`config.mk`:
```
export PLATFORM = sky130hd
export DESIGN_NAME = pydpi_call_arbiter
export DESIGN_NICKNAME = d
export VERILOG_FILES = /design/src/rtl/pydpi_call_arbiter.sv
export SDC_FILE = /design/constraint.sdc
export NUM_CORES = 1
export LEC_CHECK = 0
export BUFFER_PORTS_ARGS = -buffer_cell sky130_fd_sc_hd__buf_2
export CORE_AREA = 2 2 106 108
export DETAILED_ROUTE_END_ITERATION = 16
export DIE_AREA = 0 0 108 110
export PLACE_DENSITY = 0.76
export SYNTH_ARGS = -nofsm -noshare
export SYNTH_HDL_FRONTEND = slang
export SYNTH_SLANG_ARGS = --single-unit
```
`constraint.sdc`:
```
create_clock -name i_clk -period 1.85 [get_ports i_clk]
set_input_delay 0.37 -clock i_clk [delete_from_list [all_inputs] [get_ports i_clk]]
set_output_delay 0.37 -clock i_clk [all_outputs]
set_load 0.01 [all_outputs]
```
`src/rtl/pydpi_call_arbiter.sv`:
```
// pydpi_call_arbiter: round-robin arbiter/sequencer sharing one DPI-backed model among NUM_REQ requesters
// Ports:
//   i_clk, i_rst_n             clock, asynchronous active-low reset
//   i_req_valid/i_req_data     per-requester call request and argument (slice i = [i*DATA_W +: DATA_W])
//   o_req_ready                one-hot accept pulse, combinational in IDLE
//   o_rsp_valid/o_rsp_data     one-hot response pulse to the call owner, with result
//   o_rsp_err                  timeout flag, qualified by o_rsp_valid
//   o_mdl_start/o_mdl_arg      call strobe and held argument to the model
//   i_mdl_done/i_mdl_result    model completion strobe and result
//   o_busy, o_cur_owner        call in flight, and its owner index
module pydpi_call_arbiter #(
    parameter int NUM_REQ = 4,
    parameter int DATA_W  = 32,
    parameter int TIMEOUT = 16,
    parameter int OWN_W   = $clog2(NUM_REQ)
) (
    input  logic                      i_clk,
    input  logic                      i_rst_n,
    input  logic [NUM_REQ-1:0]        i_req_valid,
    input  logic [NUM_REQ*DATA_W-1:0] i_req_data,
    output logic [NUM_REQ-1:0]        o_req_ready,
    output logic [NUM_REQ-1:0]        o_rsp_valid,
    output logic [DATA_W-1:0]         o_rsp_data,
    output logic                      o_rsp_err,
    output logic                      o_mdl_start,
    output logic [DATA_W-1:0]         o_mdl_arg,
    input  logic                      i_mdl_done,
    input  logic [DATA_W-1:0]         i_mdl_result,
    output logic                      o_busy,
    output logic [OWN_W-1:0]          o_cur_owner
);
    localparam int CNT_W = $clog2(TIMEOUT);
    localparam logic [CNT_W-1:0] CNT_LAST = CNT_W'(TIMEOUT - 1);

    typedef enum logic [1:0] {S_IDLE, S_ISSUE, S_WAIT, S_RESP} state_t;

    state_t              r_state;
    state_t              w_next;
    logic [OWN_W-1:0]    r_last;
    logic [OWN_W-1:0]    r_owner;
    logic [DATA_W-1:0]   r_arg;
    logic [DATA_W-1:0]   r_data;
    logic                r_err;
    logic [CNT_W-1:0]    r_cnt;
    logic                w_found;
    logic [OWN_W-1:0]    w_grant;
    logic [OWN_W-1:0]    w_idx;
    logic                w_timeout;
    logic [DATA_W-1:0]   w_grant_data;

    // Scan downward from the farthest candidate so the nearest one after r_last overwrites and wins.
    always_comb begin
        w_found = 1'b0;
        w_grant = '0;
        w_idx   = '0;
        for (int k = NUM_REQ; k >= 1; k--) begin
            w_idx = OWN_W'((int'(r_last) + k) % NUM_REQ);
            if (i_req_valid[w_idx]) begin
                w_found = 1'b1;
                w_grant = w_idx;
            end
        end
    end

    assign w_grant_data = i_req_data[int'(w_grant)*DATA_W +: DATA_W];
    assign w_timeout    = (r_cnt == CNT_LAST);

    always_ff @(posedge i_clk or negedge i_rst_n) begin
        if (!i_rst_n) begin
            r_state <= S_IDLE;
        end else begin
            r_state <= w_next;
        end
    end

    always_comb begin
        w_next = r_state;
        unique case (r_state)
            S_IDLE:  w_next = w_found ? S_ISSUE : S_IDLE;
            S_ISSUE: w_next = S_WAIT;
            S_WAIT:  w_next = (i_mdl_done || w_timeout) ? S_RESP : S_WAIT;
            S_RESP:  w_next = S_IDLE;
            default: w_next = S_IDLE;
        endcase
    end

    always_ff @(posedge i_clk or negedge i_rst_n) begin
        if (!i_rst_n) begin
            r_last  <= OWN_W'(NUM_REQ - 1);
            r_owner <= '0;
            r_arg   <= '0;
            r_data  <= '0;
            r_err   <= 1'b0;
            r_cnt   <= '0;
        end else begin
            unique case (r_state)
                S_IDLE: begin
                    if (w_found) begin
                        r_arg   <= w_grant_data;
                        r_owner <= w_grant;
                    end
                end
                S_ISSUE: r_cnt <= '0;
                S_WAIT: begin
                    // done takes precedence over a coincident timeout
                    if (i_mdl_done) begin
                        r_data <= i_mdl_result;
                        r_err  <= 1'b0;
                    end else if (w_timeout) begin
                        r_data <= '0;
                        r_err  <= 1'b1;
                    end else begin
                        r_cnt <= r_cnt + CNT_W'(1);
                    end
                end
                S_RESP: r_last <= r_owner;
                default: r_cnt <= '0;
            endcase
        end
    end

    // Reset forces the state to IDLE, so the accept pulse is also gated by reset to keep it low while held.
    assign o_req_ready = (i_rst_n && r_state == S_IDLE && w_found) ? NUM_REQ'(1) << w_grant : '0;
    assign o_rsp_valid = (r_state == S_RESP) ? NUM_REQ'(1) << r_owner : '0;
    assign o_rsp_data  = r_data;
    assign o_rsp_err   = r_err;
    assign o_mdl_start = (r_state == S_ISSUE);
    assign o_mdl_arg   = r_arg;
    assign o_busy      = (r_state != S_IDLE);
    assign o_cur_owner = r_owner;
endmodule

```
==> results of run 1 <==
==> registers in the layout, summed over array words and instances (netlist names) <==
| name | cells |
|---|---|
| o_cur_owner | 2 |
| o_mdl_arg | 32 |
| o_rsp_data | 32 |
| o_rsp_err | 1 |
| r_cnt | 4 |
| r_last | 2 |
| r_state | 2 |
==> metal layers <==
| layer | GRT usage, % | routed length [um] | share of wire (%) |
|---|---|---|---|
| met1 | 29.1 | 5990 | 39 |
| met2 | 39.7 | 7410 | 48 |
| met3 | 6.58 | 1680 | 11 |
| met4 | 10.4 | 306 | 2.0 |
| met5 | 0 | 0 | 0 |
==> final cells by class <==
| class | instances | area [um2] |
|---|---|---|
| Fill cell | 920 | 4430 |
| Antenna cell | 1 | 2.50 |
| Timing Repair Buffer | 291 | 1790 |
| Multi-Input combinational cell | 287 | 2230 |
| Clock buffer | 9 | 124 |
| Tap cell | 140 | 175 |
| Clock inverter | 7 | 51.3 |
| Sequential cell | 75 | 1880 |
| Inverter | 4 | 15.0 |
==> cells by family (layout without fill, tap and decap cells) <==
family	Yosys count	count (layout)	share of synthesized area [%]
simple gates	102	102	12.6
fa+ha+maj	5	5	1.48
compound gates	147	147	27.5
mux	33	33	7.86
buf+inv	49	311	6.02
other cells	0	1	0
flops	75	75	44.5
==> worst min path at each step <==
stage               slack [ns]                          to
global route              0.21  o_rsp_data[28]$_DFFE_PN0P_
floorplan                 0.07  o_cur_owner[0]$_DFFE_PN0P_
detailed placement        0.48        r_cnt[3]$_DFFE_PN0P_
finish                    0.24  o_rsp_data[31]$_DFFE_PN0P_
global placement          0.46        r_cnt[3]$_DFFE_PN0P_
CTS                       0.22  o_rsp_data[29]$_DFFE_PN0P_
==> stage by stage <==
step           utilization (%)  instances  hold WS, ns  power [W]  instance area (um2)
2_1_floorplan                -        411       0.0744    0.00594                 4250
3_3_place_gp              53.4        779        0.456    0.00761                 5720
3_5_place_dp              53.4        779        0.477    0.00777                 5720
4_1_cts                   56.9        806        0.217    0.00929                 6090
5_1_grt                   58.5        814        0.215     0.0104                 6260
6_report                  58.5        814        0.240    0.00970                 6260
==> power by group through the flow <==
stage / clock network [W] / registers [W] / logic [W]
4_1_cts: 0.00119 / 0.00286 / 0.00525
2_1_floorplan: 0 / 0.00317 / 0.00277
3_5_place_dp: 0 / 0.00287 / 0.00490
3_3_place_gp: 0 / 0.00288 / 0.00473
5_1_grt: 0.00129 / 0.00295 / 0.00612
6_report: 0.00115 / 0.00286 / 0.00568
==> worst max-delay path, stage by stage, from the launching register on <==
cell,delay (ns)
dfstp_2,0.57
nor2b_4,0.05
or3b_4,0.38
o221a_4,0.16
nor3_4,0.16
buf_2,0.15
==> cell usage in the layout, fill, tap and decap left out, types with 2 or more instances in the layout <==
master,n
buf_12,7
inv_6,2
a22o_1,32
clkbuf_16,4
o211ai_1,32
buf_6,5
o21ai_2,2
dfstp_2,2
nand3_1,2
and3_1,2
nor3_4,3
nor2b_1,2
nand4_1,33
o21a_1,2
buf_4,30
ha_1,4
inv_1,4
clkbuf_8,9
and2_1,2
o21ai_0,7
dfrtp_1,73
buf_8,2
nor3_2,2
nand2_1,40
nor2_1,4
a211o_1,32
o31ai_1,33
mux2i_1,32
clkinv_2,2
clkinvlp_4,2
buf_2,242
==> repair_timing <==
| item | in CTS | in global routing |
|---|---|---|
| gates cloned | 1 | 6 |
| endpoints found under the setup margin | 36 | 39 |
| hold buffers | 0 | 0 |
| pin swaps | 9 | 23 |
| buffers inserted | 10 | 1 |
| gates resized for setup | 21 | 8 |
==> key figures, run 1 <==
Outcome
  • Status: complete, but fails checks
  • Violated checks: negative setup slack

Setup path
  • Critical Path Source Type: register
  • Crit-path max FO: 3
  • Setup crit start: r_last[0]$_DFFE_PN1P_
  • CP required: 1.48 ns
  • Setup CP Type: reg -> out
  • Reg2Reg Capture Point: o_mdl_arg[1]$_DFFE_PN0P_
  • R2r setup slk: -0.17 ns
  • Worst r2r src: r_last[0]$_DFFE_PN1P_
  • CP endpoint: o_req_ready[1]
  • Crit. End Element: output port
  • Worst-case reg-to-reg path depth: 8
  • Crit path arrival time: 1.81 ns

Worst hold path
  • Min-delay src: i_mdl_result[31]
  • Hold Crit Class: in -> reg
  • Hold Path Cell Cnt: 2

STA
  • Slew HR: 35.6%
  • Pins over their slew limit: 0
  • Finish-stage setup viols: 37
  • Final Hold Fails: 0
  • Tcrit/Tclk final: 118%
  • Skew final: 0.0152 ns
  • Minimum clock period: 2.18 ns
  • Final setup TNS: -5.84 ns
  • Worst-margin pin slew: 0.967 ns
  • RSZ-0062 raised after global routing: yes
  • Setup WS post-layout: -0.334 ns
  • Fmax: 458 MHz

Yosys
  • Top cell type by total area after synthesis: dfrtp_1
  • FFs w/ async S/R, synth: 100%
  • Top-count cell post-synth: dfrtp_1
  • Cell Area, Synth: 4220 um2
  • Synth Flop Type: dfrtp_1
  • Top cell type's share of synthesized area: 43.3%
  • Cells after synthesis: 411
  • Synth Register Bits: 75
  • Commonest cells post-synth: dfrtp_1 (73), nand2_1 (41), nand4_1 (33), o31ai_1 (33)
  • Syn nets: 583
  • Synth area leaders: dfrtp_1 (43%), mux2i_1 (7.6%), a211o_1 (6.6%), a22o_1 (6.6%), o31ai_1 (5.9%)
  • Syn Area/Cell: 10.3 um2
  • EDFF count, synth: 0
  • Post-synth cell types: 38
  • Sequential area share after synthesis: 44.5%
  • Yosys warnings: 0

Global route
  • Global route overflow: 0
  • Vias in the first global route: 4,526
  • Initial antenna violation count: 1
  • Pin count of the biggest net entering global routing: 76
  • Total Routing Usage GR: 23.8%
  • Wire length of the first global-routing pass: 22,100 um

Floorplanning
  • # IOs: 244
  • Die ar.: 11,900 um2
  • Rows: 38
  • Die Y: 110 um
  • Core area: 10,700 um2
  • Die width: 108 um
  • Starting density of the core: 39.4%

Power and ir drop
  • Clock power share: 11.9%
  • Comb power frac: 58.6%
  • LEAKAGE: 3.15 nW
  • Max VDD drop: 0.000784 V
  • Part of the power in registers: 29.5%
  • Pwr dens: 1550 nW/um2
  • Net Sw Frac: 42.7%
  • P_sw: 0.00414 W
  • Internal Power: 0.00556 W

Clocking
  • Clock root cell: clkbuf_8
  • Worst-skew pair later-pin latency: 0.35 ns
  • H-tree levels: 3
  • CTS tree: yes
  • Clk sinks: 75
  • CTS Buf Count: 9
  • Clk slew on worst S/H paths: 0.09 ns
  • Clk buf depth: 2

Placed design
  • IO Port Bufs: 243
  • Placer Congestion: 0.871
  • Pre-CTS setup slack: -0.104 ns
  • DP HPWL: 10,300 um

Detailed routing
  • Post-route ant nets: 0
  • Average vias per placed instance: 5.70
  • Routed length per instance: 18.9 um
  • Initial DRT Pass Iterations: 5
  • Routed WL: 15,400 um
  • Drt drc: 0
  • Via Count: 4,639
  • DRT iter0 DRCs: 518

Final layout
  • Fraction of layout cells with a size suffix above 1: 49.0%
  • Area Overhead vs Synth: 48.5%
  • Final nets: 840

Run
  • Max Cap Viol: 0
(Power assumes the default switching activity.)
==> run 2, diff against run 1 <==
SETUP_SLACK_MARGIN = 0.4   (was not set)
==> run 2 against run 1 <==
Net effect: the flow still finishes with violations (negative setup slack); global-route usage grew 0.83 points; hold slack lost 0.026 ns; sequential share of layout area shrank 2.3 points; critical path type unchanged.
==> key figures, run 2 (synthesis results as in run 1) <==
Outcome
  • Status: complete, but fails checks
  • Violated checks: negative setup slack

Placed design
  • DP HPWL: 10,500 um (+1.1%)
  • Dpl cells: 788 (+1.2%)
  • IO Port Bufs: 243 (unchanged)
  • Placed cell area: 5830 um2 (+1.9%)
  • Placer Congestion: 0.846 (-3.0%)
  • Pre-CTS setup slack: -0.102 ns (+0.00156 ns)

STA
  • Skew final: 0.0167 ns (+0.00150 ns)
  • Final Hold Fails: 0 (unchanged)
  • Minimum clock period: 2.22 ns (+0.0320 ns)
  • Pins over their slew limit: 0 (unchanged)
  • Worst hold slack: 0.215 ns (-0.0259 ns)
  • Finish-stage setup viols: 39 (+5.4%)
  • Worst-margin pin slew: 0.989 ns (+0.0220 ns)
  • Slew HR: 34.1% (-1.5 points)
  • Tcrit/Tclk final: 120% (+1.7 points)
  • RSZ-0062 raised after global routing: yes
  • Fmax: 451 MHz (-1.4%)
  • Setup WS post-layout: -0.366 ns (-0.0320 ns)

Setup path
  • Worst-case reg-to-reg path depth: 9 (+1)
  • R2r setup slk: -0.34 ns (-0.17 ns)
  • Crit path arrival time: 1.85 ns (+0.04 ns)
  • Worst r2r src: r_last[0]$_DFFE_PN1P_
  • Worst path top cell family by delay: flip-flops
  • Setup crit start: r_last[0]$_DFFE_PN1P_
  • Buf/Inv on CP: 1 (unchanged)
  • Crit-path max FO: 4 (+1)
  • Setup CP Type: reg -> out
  • Reg2Reg Capture Point: o_mdl_arg[13]$_DFFE_PN0P_
  • CP Cell Sequence: nor2b_4, or3b_4, o221a_4, nor3_4, buf_2
  • CP max stage cell: dfstp_2
  • CP peak stage delay: 0.61 ns (+0.04 ns)
  • CP endpoint: o_req_ready[0]
  • Crit. End Element: output port
  • Critical Path Source Type: register
  • Worst path depth: 5 (unchanged)
  • CP required: 1.48 ns (about the same)

Final layout
  • Fraction of layout cells with a size suffix above 1: 54.2% (+5.2 points)
  • Final std cells w/o fill: 841 (+3.3%)
  • Filler cells: 901 (-2.1%)
  • Leading cell type in the layout, fill and taps excluded: buf_2
  • Most frequent cells in the layout: buf_2 (239), dfrtp_1 (72), buf_4 (40)
  • Area Overhead vs Synth: 61.2%
  • Ant. Diodes: 0 (-1)
  • Post-route cell area: 6800 um2 (+8.5%)
  • Final nets: 868 (+3.3%)

Clocking
  • Clk sinks: 75 (unchanged)
  • Clock root cell: clkbuf_8
  • CTS tree: yes
  • Hold-fix buffers, CTS: 0 (unchanged)
  • Clk buf depth: 2 (unchanged)
  • CTS Buf Count: 9 (unchanged)
  • H-tree levels: 3 (unchanged)
  • Worst-skew pair later-pin latency: 0.36 ns (about the same)
  • Clk slew on worst S/H paths: 0.10 ns (about the same)

Detailed routing
  • Drt drc: 0 (unchanged)
  • Post-route ant nets: 0 (unchanged)
  • Initial DRT Pass Iterations: 7 (+2)
  • Via Count: 4,770 (+2.8%)
  • DRT iter0 DRCs: 403 (-22%)
  • Average vias per placed instance: 5.67 (-0.48%)
  • Routed WL: 16,300 um (+5.8%)
  • Routed length per instance: 19.4 um (+2.4%)

Global route
  • Total Routing Usage GR: 24.7% (+0.83 points)
  • Global route overflow: 0 (unchanged)
  • Vias in the first global route: 4,473 (-1.2%)
  • Initial antenna violation count: 0 (-1)
  • Pin count of the biggest net entering global routing: 76 (unchanged)
  • Wire length of the first global-routing pass: 22,600 um (+2.4%)

Run
  • Max Cap Viol: 0 (unchanged)

Floorplanning
  • Die Y: 110 um (unchanged)
  • Die ar.: 11,900 um2 (unchanged)
  • Die width: 108 um (unchanged)
  • Core area: 10,700 um2 (unchanged)
  • Starting density of the core: 39.4% (unchanged)
  • # IOs: 244 (unchanged)
  • Rows: 38 (unchanged)

Power and ir drop
  • Max VDD drop: 0.000803 V (+2.4%)
  • LEAKAGE: 3.38 nW (+7.4%)
  • Pwr dens: 1610 nW/um2 (+4.3%)
  • Power Total: 0.0110 W (+13%)

Worst hold path
  • Hold Crit Class: in -> reg
-- run 2: cell count changes in the layout (fill, tap and decap cells not counted), moves of 4 or more --
cell	change
buf_12	+4
buf_4	+10
buf_6	+13
ha_1	-4
o21ai_0	-5
-- run 2: power by group --
| part | internal [W] | total [W] | switching, W |
|---|---|---|---|
| logic | 0.00335 | 0.00667 | 0.00332 |
| clock network | 0.000662 | 0.00140 | 0.000737 |
| registers | 0.00242 | 0.00290 | 0.000483 |
-- run 2: how the worst min path moves through the flow --
| stage | startpoint | to | slack, ns | cells past startpoint |
|---|---|---|---|---|
| finish | i_mdl_result[26] | o_rsp_data[26]$_DFFE_PN0P_ | 0.21 | 2 |
| global route | i_mdl_result[1] | o_rsp_data[1]$_DFFE_PN0P_ | 0.20 | 2 |
| CTS | i_mdl_result[29] | o_rsp_data[29]$_DFFE_PN0P_ | 0.20 | 2 |
| detailed placement | o_rsp_data[3]$_DFFE_PN0P_ | o_rsp_data[3]$_DFFE_PN0P_ | 0.49 | 1 |
| global placement | r_cnt[3]$_DFFE_PN0P_ | r_cnt[3]$_DFFE_PN0P_ | 0.47 | 1 |
| floorplan | i_rst_n | o_cur_owner[0]$_DFFE_PN0P_ | 0.07 | 0 |
-- run 2: final cells by class --
class	count	area, um2	area share [%]
Clock buffer	9	124	1.82
Clock inverter	7	87.6	1.29
Inverter	4	17.5	0.258
Multi-Input combinational cell	287	2340	34.4
Sequential cell	75	1880	27.7
Tap cell	140	175	2.58
Timing Repair Buffer	319	2170	32.0
-- run 2: what timing repair did --
item / 4_1_cts / 5_1_grt
pin swaps: 34 / 19
endpoints found under the setup margin: 77 / 82
resized for setup: 50 / 30
gates cloned: 4 / 6
buffers inserted: 13 / 14
-- run 2: per-layer routing --
layer	wire length, um	up-vias	global-route usage [%]
li1	-	2169	-
met1	6200	2264	30.0
met2	8120	305	42.5
met3	1530	32	4.64
met4	430	0	11.4
met5	0	-	0
-- run 2: per-stage QoR --
stage	util (%)	setup TNS, ns
finish	63.6	-11.42
global route	63.6	-13.07
CTS	60.1	-2.80
detailed placement	54.5	-2.66
global placement	54.5	-1.19
floorplan	-	-0.0692
==> run 3, diff against run 2 <==
SETUP_SLACK_MARGIN = 0.15   (was 0.4)
==> run 3 against run 2 <==
Net effect: the flow still finishes with violations (negative setup slack); maximum frequency increased by 0.32%; critical endpoint unchanged; first-iteration DRC count down 10%; non-clock buffer count decreased by 15; power shrank 5.5%; core utilization is 2.6 points lower; die area is the same; global-route usage down 0.46 points.
==> key figures, run 3 (synthesis results as in run 1) <==
Floorplanning
  • Die width: 108 um (unchanged)
  • Starting density of the core: 39.4% (unchanged)
  • # IOs: 244 (unchanged)
  • Die Y: 110 um (unchanged)
  • Rows: 38 (unchanged)
  • Core area: 10,700 um2 (unchanged)
  • Die ar.: 11,900 um2 (unchanged)

Placed design
  • IO Port Bufs: 243 (unchanged)
  • DP HPWL: 10,600 um (+1.4%)
  • Placer Congestion: 0.808 (-4.4%)

STA
  • Setup WS post-layout: -0.359 ns (+0.00716 ns)
  • Pins over their slew limit: 0 (unchanged)
  • Final Hold Fails: 0 (unchanged)
  • Finish-stage setup viols: 37 (-5.1%)
  • Tcrit/Tclk final: 119% (-0.39 points)
  • Minimum clock period: 2.21 ns (-0.00716 ns)
  • Worst-margin pin slew: 0.957 ns (-0.0315 ns)
  • RSZ-0062 raised after global routing: yes
  • Fmax: 453 MHz (+0.32%)
  • Final setup TNS: -7.24 ns (+4.17 ns)
  • Slew HR: 36.2% (+2.1 points)
  • Skew final: 0.0113 ns (-0.00540 ns)

Setup path
  • Crit path arrival time: 1.84 ns (about the same)
  • CP required: 1.48 ns (about the same)
  • Crit. End Element: output port
  • Crit-path max FO: 3 (-1)
  • Critical Path Source Type: register
  • Setup CP Type: reg -> out

Detailed routing
  • Via Count: 4,654 (-2.4%)
  • Routed WL: 15,300 um (-5.9%)
  • Post-route ant nets: 0 (unchanged)
  • DRT iter0 DRCs: 361 (-10%)
  • Average vias per placed instance: 5.63 (-0.66%)
  • Drt drc: 0 (unchanged)
  • Routed length per instance: 18.6 um (-4.2%)
  • Initial DRT Pass Iterations: 4 (-3)

Global route
  • Global route overflow: 0 (unchanged)
  • Pin count of the biggest net entering global routing: 76 (unchanged)
  • Initial antenna violation count: 0 (unchanged)
  • Vias in the first global route: 4,387 (-1.9%)
  • Total Routing Usage GR: 24.2% (-0.46 points)
  • Wire length of the first global-routing pass: 22,100 um (-2.2%)

Power and ir drop
  • LEAKAGE: 3.25 nW (-4.1%)
  • Max VDD drop: 0.000841 V (+4.8%)
  • Power Total: 0.0104 W (-5.5%)
  • Pwr dens: 1590 nW/um2 (-1.6%)

Final layout
  • Fraction of layout cells with a size suffix above 1: 52.2% (-2.0 points)
  • Leading cell type in the layout, fill and taps excluded: buf_2
  • Filler cells: 881 (-2.2%)
  • Final nets: 853 (-1.7%)
  • Area Overhead vs Synth: 54.7%
  • Ant. Diodes: 0 (unchanged)
  • Final Util: 61.0% (-2.6 points)
  • Most frequent cells in the layout: buf_2 (240), dfrtp_1 (73), nand2_1 (38)

Outcome
  • Status: complete, but fails checks
  • Violated checks: negative setup slack

Clocking
  • CTS tree: yes
  • CTS Buf Count: 9 (unchanged)
  • Hold-fix buffers, CTS: 0 (unchanged)
  • Clk slew on worst S/H paths: 0.09 ns (about the same)
  • Worst-skew pair later-pin latency: 0.36 ns (about the same)
  • Clk sinks: 75 (unchanged)
  • H-tree levels: 3 (unchanged)
  • Clk buf depth: 2 (unchanged)
  • Clock root cell: clkbuf_8

Worst hold path
  • Hold Crit Class: in -> reg

Run
  • Max Cap Viol: 0 (unchanged)
run 3: cell types whose count changed in the layout (fill, tap and decap cells not counted), sizes merged:
cell      previous run  this run
clkinvlp             0         2
inv                 10         6
clkinv               0         1
buf                315       302
clkbuf              13        12
run 3: power by group:
group	leakage [nW]	internal [W]	switching, W	total [W]
logic	2.21	0.00300	0.00313	0.00613
registers	0.933	0.00242	0.000479	0.00289
clock network	0.0995	0.000672	0.000668	0.00134
total	3.25	0.00608	0.00428	0.0104
run 3: area by class of cell:
| type | count | area (um2) | area share [%] |
|---|---|---|---|
| Inverter | 4 | 15.0 | 0.230 |
| Clock inverter | 6 | 71.3 | 1.09 |
| Sequential cell | 75 | 1880 | 28.8 |
| Tap cell | 140 | 175 | 2.68 |
| Multi-Input combinational cell | 287 | 2310 | 35.5 |
| Clock buffer | 10 | 138 | 2.11 |
| Timing Repair Buffer | 304 | 1930 | 29.6 |
run 3: path summary, 6_finish.rpt:
path                                        from                   endpoint  slack [ns]  depth (start not counted)
max in group asynchronous                i_rst_n  o_rsp_data[8]$_DFFE_PN0P_        0.94                          2
min                              i_mdl_result[4]  o_rsp_data[4]$_DFFE_PN0P_        0.22                          2
min in group asynchronous                i_rst_n  o_mdl_arg[31]$_DFFE_PN0P_        0.29                          2
max reg2reg                r_last[0]$_DFFE_PN1P_  o_mdl_arg[26]$_DFFE_PN0P_       -0.22                          8
max                        r_last[0]$_DFFE_PN1P_             o_req_ready[0]       -0.36                          5
min reg2reg                 r_cnt[3]$_DFFE_PN0P_       r_cnt[3]$_DFFE_PN0P_        0.47                          1
run 3: through the flow:
step	std cells	cell area [um2]	setup slack, ns	hold WS, ns
floorplan	411	4290	-0.0536	0.0744
global placement	787	5800	-0.170	0.455
detailed placement	787	5800	-0.212	0.466
CTS	812	6270	-0.342	0.210
global route	826	6530	-0.388	0.211
finish	826	6530	-0.359	0.220
run 3: what timing repair did:
action / CTS / global route
hold endpoints to repair: 0 / 0
setup endpoints to repair: 41 / 74
setup buffers: 7 / 11
gates resized for setup: 33 / 28
pin swaps: 4 / 16
gates cloned: 2 / 3
run 3: worst max-delay path: stages, from the launching register on:
cell and delay [ns]:
dfstp_2 0.59, nor2b_4 0.06, or3b_4 0.39, o221a_4 0.16, nor3_4 0.12, buf_2 0.15
run 3: layer usage:
layer	track usage, %	wire (um)	vias to the layer above
li1	-	-	2142
met1	28.8	5960	2202
met2	42.1	7610	279
met3	5.58	1390	31
met4	10.4	360	0
met5	0	0	-
